## src/rtl/nibble_serial_adder_pkg.sv

```systemverilog
// Shared types and constants for the nibble-serial adder.
package nibble_serial_adder_pkg;

    localparam int unsigned NIBBLE_W = 4;

    typedef enum logic [1:0] {
        ST_IDLE = 2'd0,
        ST_ADD  = 2'd1,
        ST_DONE = 2'd2
    } state_t;

endpackage

```

## src/rtl/nibble_serial_adder_rca4.sv

```systemverilog
// Existing 4-bit ripple-carry adder slice (module rca4), reused every cycle by the serial adder.
module rca4 (
    input  logic [3:0] _a,
    input  logic [3:0] _b,
    input  logic       _cin,
    output logic [3:0] _s,
    output logic       _cout
);

    assign {_cout, _s} = 5'(_a) + 5'(_b) + 5'(_cin);

endmodule

```

## src/rtl/nibble_serial_adder.sv

```systemverilog
// Multi-cycle adder: one rca4 slice per clock, carry kept in a register between slices.
// Optional signed-overflow output enabled by defining NIBBLE_SERIAL_ADDER_OVF_EN.
module nibble_serial_adder
    import nibble_serial_adder_pkg::*;
#(
    parameter int unsigned NIBBLES = 4
) (
    input  logic                         _clk,
    input  logic                         _rst,
    input  logic                         _start,
    input  logic [NIBBLE_W*NIBBLES-1:0]  _a,
    input  logic [NIBBLE_W*NIBBLES-1:0]  _b,
    input  logic                         _cin,
    output logic                         _busy,
    output logic                         _done,
    output logic [NIBBLE_W*NIBBLES-1:0]  _s,
`ifdef NIBBLE_SERIAL_ADDER_OVF_EN
    output logic                         _ovf,
`endif
    output logic                         _cout
);

    localparam int unsigned IDX_W = (NIBBLES > 1) ? $clog2(NIBBLES) : 1;
    localparam logic [IDX_W-1:0] IDX_LAST = IDX_W'(NIBBLES - 1);

    typedef logic [NIBBLES-1:0][NIBBLE_W-1:0] nib_vec_t;

    state_t           state_q, state_d;
    nib_vec_t         a_q, a_d;
    nib_vec_t         b_q, b_d;
    nib_vec_t         s_q, s_d;
    logic [IDX_W-1:0] idx_q, idx_d;
    logic             carry_q, carry_d;
    logic             cout_q, cout_d;
    logic             busy_q, busy_d;
    logic             done_q, done_d;
    logic             ovf_q, ovf_d;

    logic [NIBBLE_W-1:0] slice_a;
    logic [NIBBLE_W-1:0] slice_b;
    logic [NIBBLE_W-1:0] slice_s;
    logic                slice_cout;
    logic                accept;

    // Slice mux: the current nibble of each latched operand feeds the shared adder.
    assign slice_a = a_q[idx_q];
    assign slice_b = b_q[idx_q];

    rca4 _rca4 (
        ._a    (slice_a),
        ._b    (slice_b),
        ._cin  (carry_q),
        ._s    (slice_s),
        ._cout (slice_cout)
    );

    assign accept = _start && ((state_q == ST_IDLE) || (state_q == ST_DONE));

    // Next-state and next-register values.
    always_comb begin
        state_d = state_q;
        a_d     = a_q;
        b_d     = b_q;
        s_d     = s_q;
        idx_d   = idx_q;
        carry_d = carry_q;
        cout_d  = cout_q;
        ovf_d   = ovf_q;
        busy_d  = 1'b0;
        done_d  = 1'b0;

        case (state_q)
            ST_IDLE: state_d = ST_IDLE;
            ST_ADD: begin
                s_d[idx_q] = slice_s;
                carry_d    = slice_cout;
                if (idx_q == IDX_LAST) begin
                    state_d = ST_DONE;
                    cout_d  = slice_cout;
                    // Carry into the MSB recovered from the top-nibble MSB bits.
                    ovf_d   = slice_a[NIBBLE_W-1] ^ slice_b[NIBBLE_W-1]
                            ^ slice_s[NIBBLE_W-1] ^ slice_cout;
                    done_d  = 1'b1;
                end else begin
                    idx_d  = idx_q + IDX_W'(1);
                    busy_d = 1'b1;
                end
            end
            ST_DONE: state_d = ST_IDLE;
            default: state_d = ST_IDLE;
        endcase

        // Accept overrides: valid from IDLE and DONE for back-to-back operation.
        if (accept) begin
            state_d = ST_ADD;
            a_d     = _a;
            b_d     = _b;
            carry_d = _cin;
            s_d     = '0;
            idx_d   = '0;
            cout_d  = 1'b0;
            ovf_d   = 1'b0;
            busy_d  = 1'b1;
            done_d  = 1'b0;
        end
    end

    always_ff @(posedge _clk or posedge _rst) begin
        if (_rst) begin
            state_q <= ST_IDLE;
            a_q     <= '0;
            b_q     <= '0;
            s_q     <= '0;
            idx_q   <= '0;
            carry_q <= 1'b0;
            cout_q  <= 1'b0;
            ovf_q   <= 1'b0;
            busy_q  <= 1'b0;
            done_q  <= 1'b0;
        end else begin
            state_q <= state_d;
            a_q     <= a_d;
            b_q     <= b_d;
            s_q     <= s_d;
            idx_q   <= idx_d;
            carry_q <= carry_d;
            cout_q  <= cout_d;
            ovf_q   <= ovf_d;
            busy_q  <= busy_d;
            done_q  <= done_d;
        end
    end

    assign _busy = busy_q;
    assign _done = done_q;
    assign _s    = s_q;
    assign _cout = cout_q;
`ifdef NIBBLE_SERIAL_ADDER_OVF_EN
    assign _ovf  = ovf_q;
`else
    logic unused_ovf;
    assign unused_ovf = ovf_q;
`endif

endmodule

```

## config.mk

```make
export PLATFORM = sky130hd
export DESIGN_NAME = nibble_serial_adder
export DESIGN_NICKNAME = d
export VERILOG_FILES = /design/src/rtl/nibble_serial_adder_pkg.sv /design/src/rtl/nibble_serial_adder_rca4.sv /design/src/rtl/nibble_serial_adder.sv
export SDC_FILE = /design/constraint.sdc
export NUM_CORES = 1
export LEC_CHECK = 0
export CELL_PAD_IN_SITES_DETAIL_PLACEMENT = 2
export CELL_PAD_IN_SITES_GLOBAL_PLACEMENT = 2
export CORE_ASPECT_RATIO = 1.25
export CORE_MARGIN = 5
export CORE_UTILIZATION = 32
export CTS_CLUSTER_SIZE = 40
export DETAILED_ROUTE_END_ITERATION = 6
export PLACE_DENSITY_LB_ADDON = 0.1
export SYNTH_ARGS = -nofsm -noshare
export SYNTH_HDL_FRONTEND = slang
export SYNTH_SLANG_ARGS = --single-unit
export TNS_END_PERCENT = 50
```

## constraint.sdc

```tcl
create_clock -name _clk -period 3.92 [get_ports _clk]
set_clock_uncertainty 0.2 [all_clocks]
set_input_delay 0.784 -clock _clk [delete_from_list [all_inputs] [get_ports _clk]]
set_output_delay 0.784 -clock _clk [all_outputs]
set_load 0.01 [all_outputs]
```

---- Yosys cells after proc, flatten, opt, wreduce, memory -nomap -nowiden ----
Index checks and enable logic that the tools add are counted.
word-level totals
  register bits ........................... 56
  bits in latches ......................... 0
  bits in writable memories ............... 0
  ROM bits ................................ 0
  bits of input ports ..................... 36
  output and inout port bits .............. 19
  logic and storage cells ................. 62
  memories ................................ 0
operators by class
  add/sub/neg operators ................... 3
  $mul .................................... 0
  div/mod/pow operators ................... 0
  order comparisons ....................... 2
  equal/unequal tests ..................... 5
  shift-type cells ........................ 0
  mux-type cells .......................... 26
  bitwise operators ....................... 0
  reduce and logical (&&, ||, !) cells .... 8
operators by type and width
  cell                                                                          number
  16-bit two-way mux                                                            2
  4-bit binary-select mux with 2-bit select                                     2
  16-bit bitwise mux                                                            1
  2-bit two-way mux                                                             6
  4-bit two-way mux                                                             3
  1-bit two-way mux                                                             11
  4-bit demux with 2-bit select                                                 1
  4-bit by 4-bit adder with 5-bit output                                        1
  5-bit by 1-bit adder with 5-bit output                                        1
  2-bit equality test, second input constant                                    2
  2-bit AND reduction                                                           2
  2-bit nonzero test                                                            2
  2-bit by 3-bit less-than comparator with 1-bit output, second input constant  1
  3-bit inequality test, second input constant                                  1
  2-bit by 1-bit adder with 2-bit output, second input constant                 1
  2-bit by 1-bit equality test with 1-bit output, second input constant         1
  2-bit by 1-bit >= comparator with 1-bit output, second input constant         1
  1-bit logical AND                                                             2
  2-bit zero test                                                               1
  2-bit inequality test, second input constant                                  1
  1-bit logical OR                                                              1

---- Longest topological paths before layout ----
  word-level depth ........................ 7
  gate-level depth with buffers ........... 7
  gate-level depth less buffers ........... 6

---- Modules after synthesis ----
Synthesis repeated with hierarchy kept, for this count alone.
unflattened totals
  cells, all modules ...................... 174
  area total of the unflattened synthesis .. 2676.3 um^2
modules (own cells, without submodules)
  module               times used  cells an instance  area each (um^2)  seq. area each (um^2)
  nibble_serial_adder  1           158                2532.4            1401.3
  rca4                 1           16                 143.9             0.0

---- Least setup slack after synthesis ----
No wires, ideal clock.
  kind .................................... reg-to-reg
  start ................................... register idx_q[0]
  end ..................................... register carry_q
  setup time .............................. 132 ps
  arrival time ............................ 2392 ps
  data required time ...................... 3588 ps
  setup slack ............................. 1196 ps
  stages on the path, launching flop included .. 8
  path buffers ............................ 1
  clock period less this slack ............ 2724 ps
  cell sequence ........................... dfrtp_1 > buf_6 > mux4_1 > fa_1 > fa_1 > a21o_2 > a21oi_1 > o211ai_1
on the way
  cells in the longest elaborated chain, start to end .. 6
  elaborated cells between the ends (all ways) .. 8
  those cells by class .................... add/sub (2); mux (6)
ends and longest elaborated chain
  item                                                                 RTL line                                              RTL
  start, declared                                                      nibble_serial_adder.sv:32                             logic [IDX_W-1:0] idx_q, idx_d;
  start signal, assigned                                               nibble_serial_adder.sv:125                            idx_q <= idx_d;
  4-bit binary-select mux with 2-bit select, on equally long branches  nibble_serial_adder.sv:46, nibble_serial_adder.sv:47
  4-bit two-way mux, on equally long branches                          nibble_serial_adder.sv:46, nibble_serial_adder.sv:47
  4-bit by 4-bit adder with 5-bit output (*)                           nibble_serial_adder_rca4.sv:10                        assign {_cout, _s} = 5'(_a) + 5'(_b) + 5'(_cin);
  5-bit by 1-bit adder with 5-bit output (*)                           nibble_serial_adder_rca4.sv:10
  1-bit two-way mux (*)                                                nibble_serial_adder.sv:72                             case (state_q)
  1-bit two-way mux (*)                                                nibble_serial_adder.sv:94                             if (accept) begin
  end signal, assigned                                                 nibble_serial_adder.sv:126                            carry_q <= carry_d;
  end, declared                                                        nibble_serial_adder.sv:33                             logic carry_q, carry_d;
Mark *: on every way between the ends. The rest lies on a longest branch, timed or not. The select of a mux whose other input is x is not followed.
A chain may end at the register's enable or synchronous reset.

---- Worst setup path after layout ----
Same ends and word-level chain as after synthesis.

==> results.txt <==
Status -> finished, final reports clean
CP Max Fanout -> 12
Syn Nets -> 289
Skew-Pair Late Insertion Delay -> 0.30 ns
Post-DP HPWL -> 4.76 mm
Synth area leader -> dfrtp_1
H-tree Lvls -> 2
Placed Cells -> 384
Io pins -> 55
Synthesis-to-layout area growth -> 25.3%
Hold Crit Start -> b_q[15]
Synth Area in Compound Gates -> 0.0460
Type of origin of the critical path -> flop
Cell area after synthesis -> 2580 um2
CP max-delay cell -> dfrtp_1
Top post-synthesis cells by area -> dfrtp_1 54%, nand2_1 14%, mux4_1 4.1%, mux4_2 3.5%, ha_1 3.4%
Total setup buffers inserted after CTS -> 0
Layout cells sized above 1 -> 0.0646
DR vias/cell -> 4.92
Count of state elements after synthesis -> 56
Synth Area in Simple Gates -> 0.203
DRT Wirelength -> 5.99 mm
Global route overflow -> 0
Crit path top cell by count -> fa_1
DR vias -> 1914
Vias in the first global route -> 2030
DRT antenna net count -> 0
R2R cell count -> 6
Slew margin rel. -> 0.611
Post-route DRC -> 0
TritonCTS Sinks -> 56
Slack of the worst reg-to-reg path -> 0.82 ns
Drt first-iter violations -> 37
Min-Delay Endpoint -> b_q[15]
RSZ-0062 raised after global routing -> false
Fin crit period -> 3.10 ns
Initial Util -> 0.330
Yosys warning count -> 0
Final core occ -> 0.413
R2r startpoint -> idx_q[0]
CTS resizes -> 0
Max incr delay on CP -> 0.72 ns
Crit path buf inv count -> 0
Port bufs -> 54
Total Power -> 2.56 mW
Fin. Hold Viols -> 0
CP endpoint kind -> flop
Area occupied by multi-input gates -> 1060 um2
HP Class -> reg -> reg
Initial antenna violation count -> 0
N_diodes -> 0
Design Area, Final -> 3240 um2
Multiplexer area fraction after synthesis -> 0.107
WS Path Type -> reg -> reg
CTS Buffer Depth -> 2
Clk slew on worst S/H paths -> 0.09 ns
Sequential area share after synthesis -> 0.543
Synth top area share -> 0.543
Die footprint -> 9980 um2
Cell Area, Placed -> 3170 um2
Final Net Count -> 341
Static Leak -> 1.60 nW
Final Cycle Share -> 0.790
PwrDens -> 790 nW/um2
Syn Inst Count -> 244
Critical Path AT -> 3.07 ns
Largest family of logic cells by synthesized area -> simple AND/OR/NAND/NOR gates
WL/cell -> 15.4 um
Fill cells -> 870
Worst slew pin tran -> 0.583 ns
Clock buffer count from CTS -> 5
DIE HEIGHT -> 110 um
Cts hold-fix bufs -> 0
Pins Over Slew Limit -> 0
Fin Setup TNS -> 0 ns
Register area -> 1400 um2
Crit-path leading delay family -> adder cells
Die W -> 90.4 um
Row count -> 36
Adder-cell share of the synthesized area -> 0.0494
Synth unique cells -> 32
Max Cap Viol -> 0
Syn avg cell area -> 10.6 um2
Drt first pass iters -> 3
FF-to-FF End -> carry_q
CTS tree -> yes
Root buf cell -> clkbuf_8
Core area -> 7840 um2
Routability cong. -> 0.693
First-pass GRT wire length -> 10.3 mm
Req. time, crit path -> 3.89 ns
Number of cells on the worst hold path -> 2
Final setup violation count -> 0
XOR/XNOR Fraction of Synth Area -> 0.00339
Max IR drop VDD -> 0.000242 V
Peak Freq -> 323 MHz
Largest net degree at the start of global routing -> 45
Total Routing Usage GR -> 0.125
Finished Layout Cells -> 389
Critical path, cell by cell -> mux4_1 > fa_1 > fa_1 > a21o_2 > a21oi_1 > o211ai_1
logic make-up (layout without fill, tap and decap cells):
logic type	Yosys count	after routing
AOI/OAI and AO/OA	18	18
xor gates and xnor gates	1	1
adders and majority gates	9	9
buffers and inverters	18	68
DFF	56	56
muxes	16	16
and+or+nand+nor	126	126
state kept, by name (all words and copies together) (netlist names):
register / flops
_s: 16
_done: 1
b_q: 16
_cout: 1
carry_q: 1
idx_q: 2
state_q: 2
_busy: 1
a_q: 16
worst max path at each step:
stage	cells past startpoint	slack, ns	end	from
final	6	0.82	carry_q	idx_q[0]
after global placement	6	0.89	carry_q	idx_q[0]
after CTS	6	0.77	_cout	idx_q[0]
after floorplan	7	1.20	carry_q	idx_q[0]
after detailed placement	6	0.79	carry_q	idx_q[0]
after global routing	6	0.64	_cout	idx_q[0]
worst reg2reg max path, cell delays in order, from the launching register on:
cell	delay [ns]
dfrtp_1	0.72
mux4_1	0.66
fa_1	0.46
fa_1	0.42
a21o_2	0.22
a21oi_1	0.17
o211ai_1	0.12
area by class of cell:
type	instances	area share
Clock buffer	5	0.0213
Inverter	5	0.00580
Multi-Input combinational cell	170	0.327
Sequential cell	56	0.433
Tap cell	95	0.0367
Timing Repair Buffer	58	0.176
cells in the final DEF, fill, tap and decap left out, drive strengths merged:
cell type and n:
o21ai 8, ha 7, nand2 97, inv 5, mux4 8, o2bb2ai 1
and3 1, nor2b 1, buf 4, o31ai 4, clkdlybuf4s50 54, dfrtp 56
nand3 10, a21o 2, o211ai 1, xnor2 1, a21oi 1, o21a 1
mux2i 8, fa 2, or3 1, nor2 9, nor3 1, nand2b 2
nand3b 4, clkbuf 5
power by group:
| group | total (mW) | internal [mW] | switching, mW |
|---|---|---|---|
| sequential | 1.01 | 0.827 | 0.181 |
| clock | 0.284 | 0.116 | 0.168 |
| combinational | 1.27 | 0.606 | 0.660 |
| total | 2.56 | 1.55 | 1.01 |
routing by layer:
| metal | vias up | share of wire | routed length, um | global-route usage |
|---|---|---|---|---|
| met2 | 38 | 0.52 | 3130 | 0.221 |
| met1 | 964 | 0.43 | 2550 | 0.157 |
| met3 | 7 | 0.040 | 240 | 0.0190 |
| met5 | - | 0 | 0 | 0 |
| li1 | 905 | - | - | - |
| met4 | 0 | 0.011 | 63 | 0.0328 |
cells in the mapped netlist, drive strengths merged:
cell and n:
a21o 2, a21oi 1, and3 1, buf 11, clkbuf 2, dfrtp 56, fa 2, ha 7
inv 5, mux2i 8, mux4 8, nand2 97, nand2b 2, nand3 10, nand3b 4, nor2 9
nor2b 1, nor3 1, o211ai 1, o21a 1, o21ai 8, o2bb2ai 1, o31ai 4, or3 1
xnor2 1
stage by stage:
step / hold WS (ns) / worst slack [ns]
after floorplan: 0.237 / 1.20
after global placement: 0.255 / 0.893
after detailed placement: 0.262 / 0.794
after CTS: 0.285 / 0.771
after global routing: 0.312 / 0.637
final: 0.284 / 0.824
(Power assumes the default switching activity.)
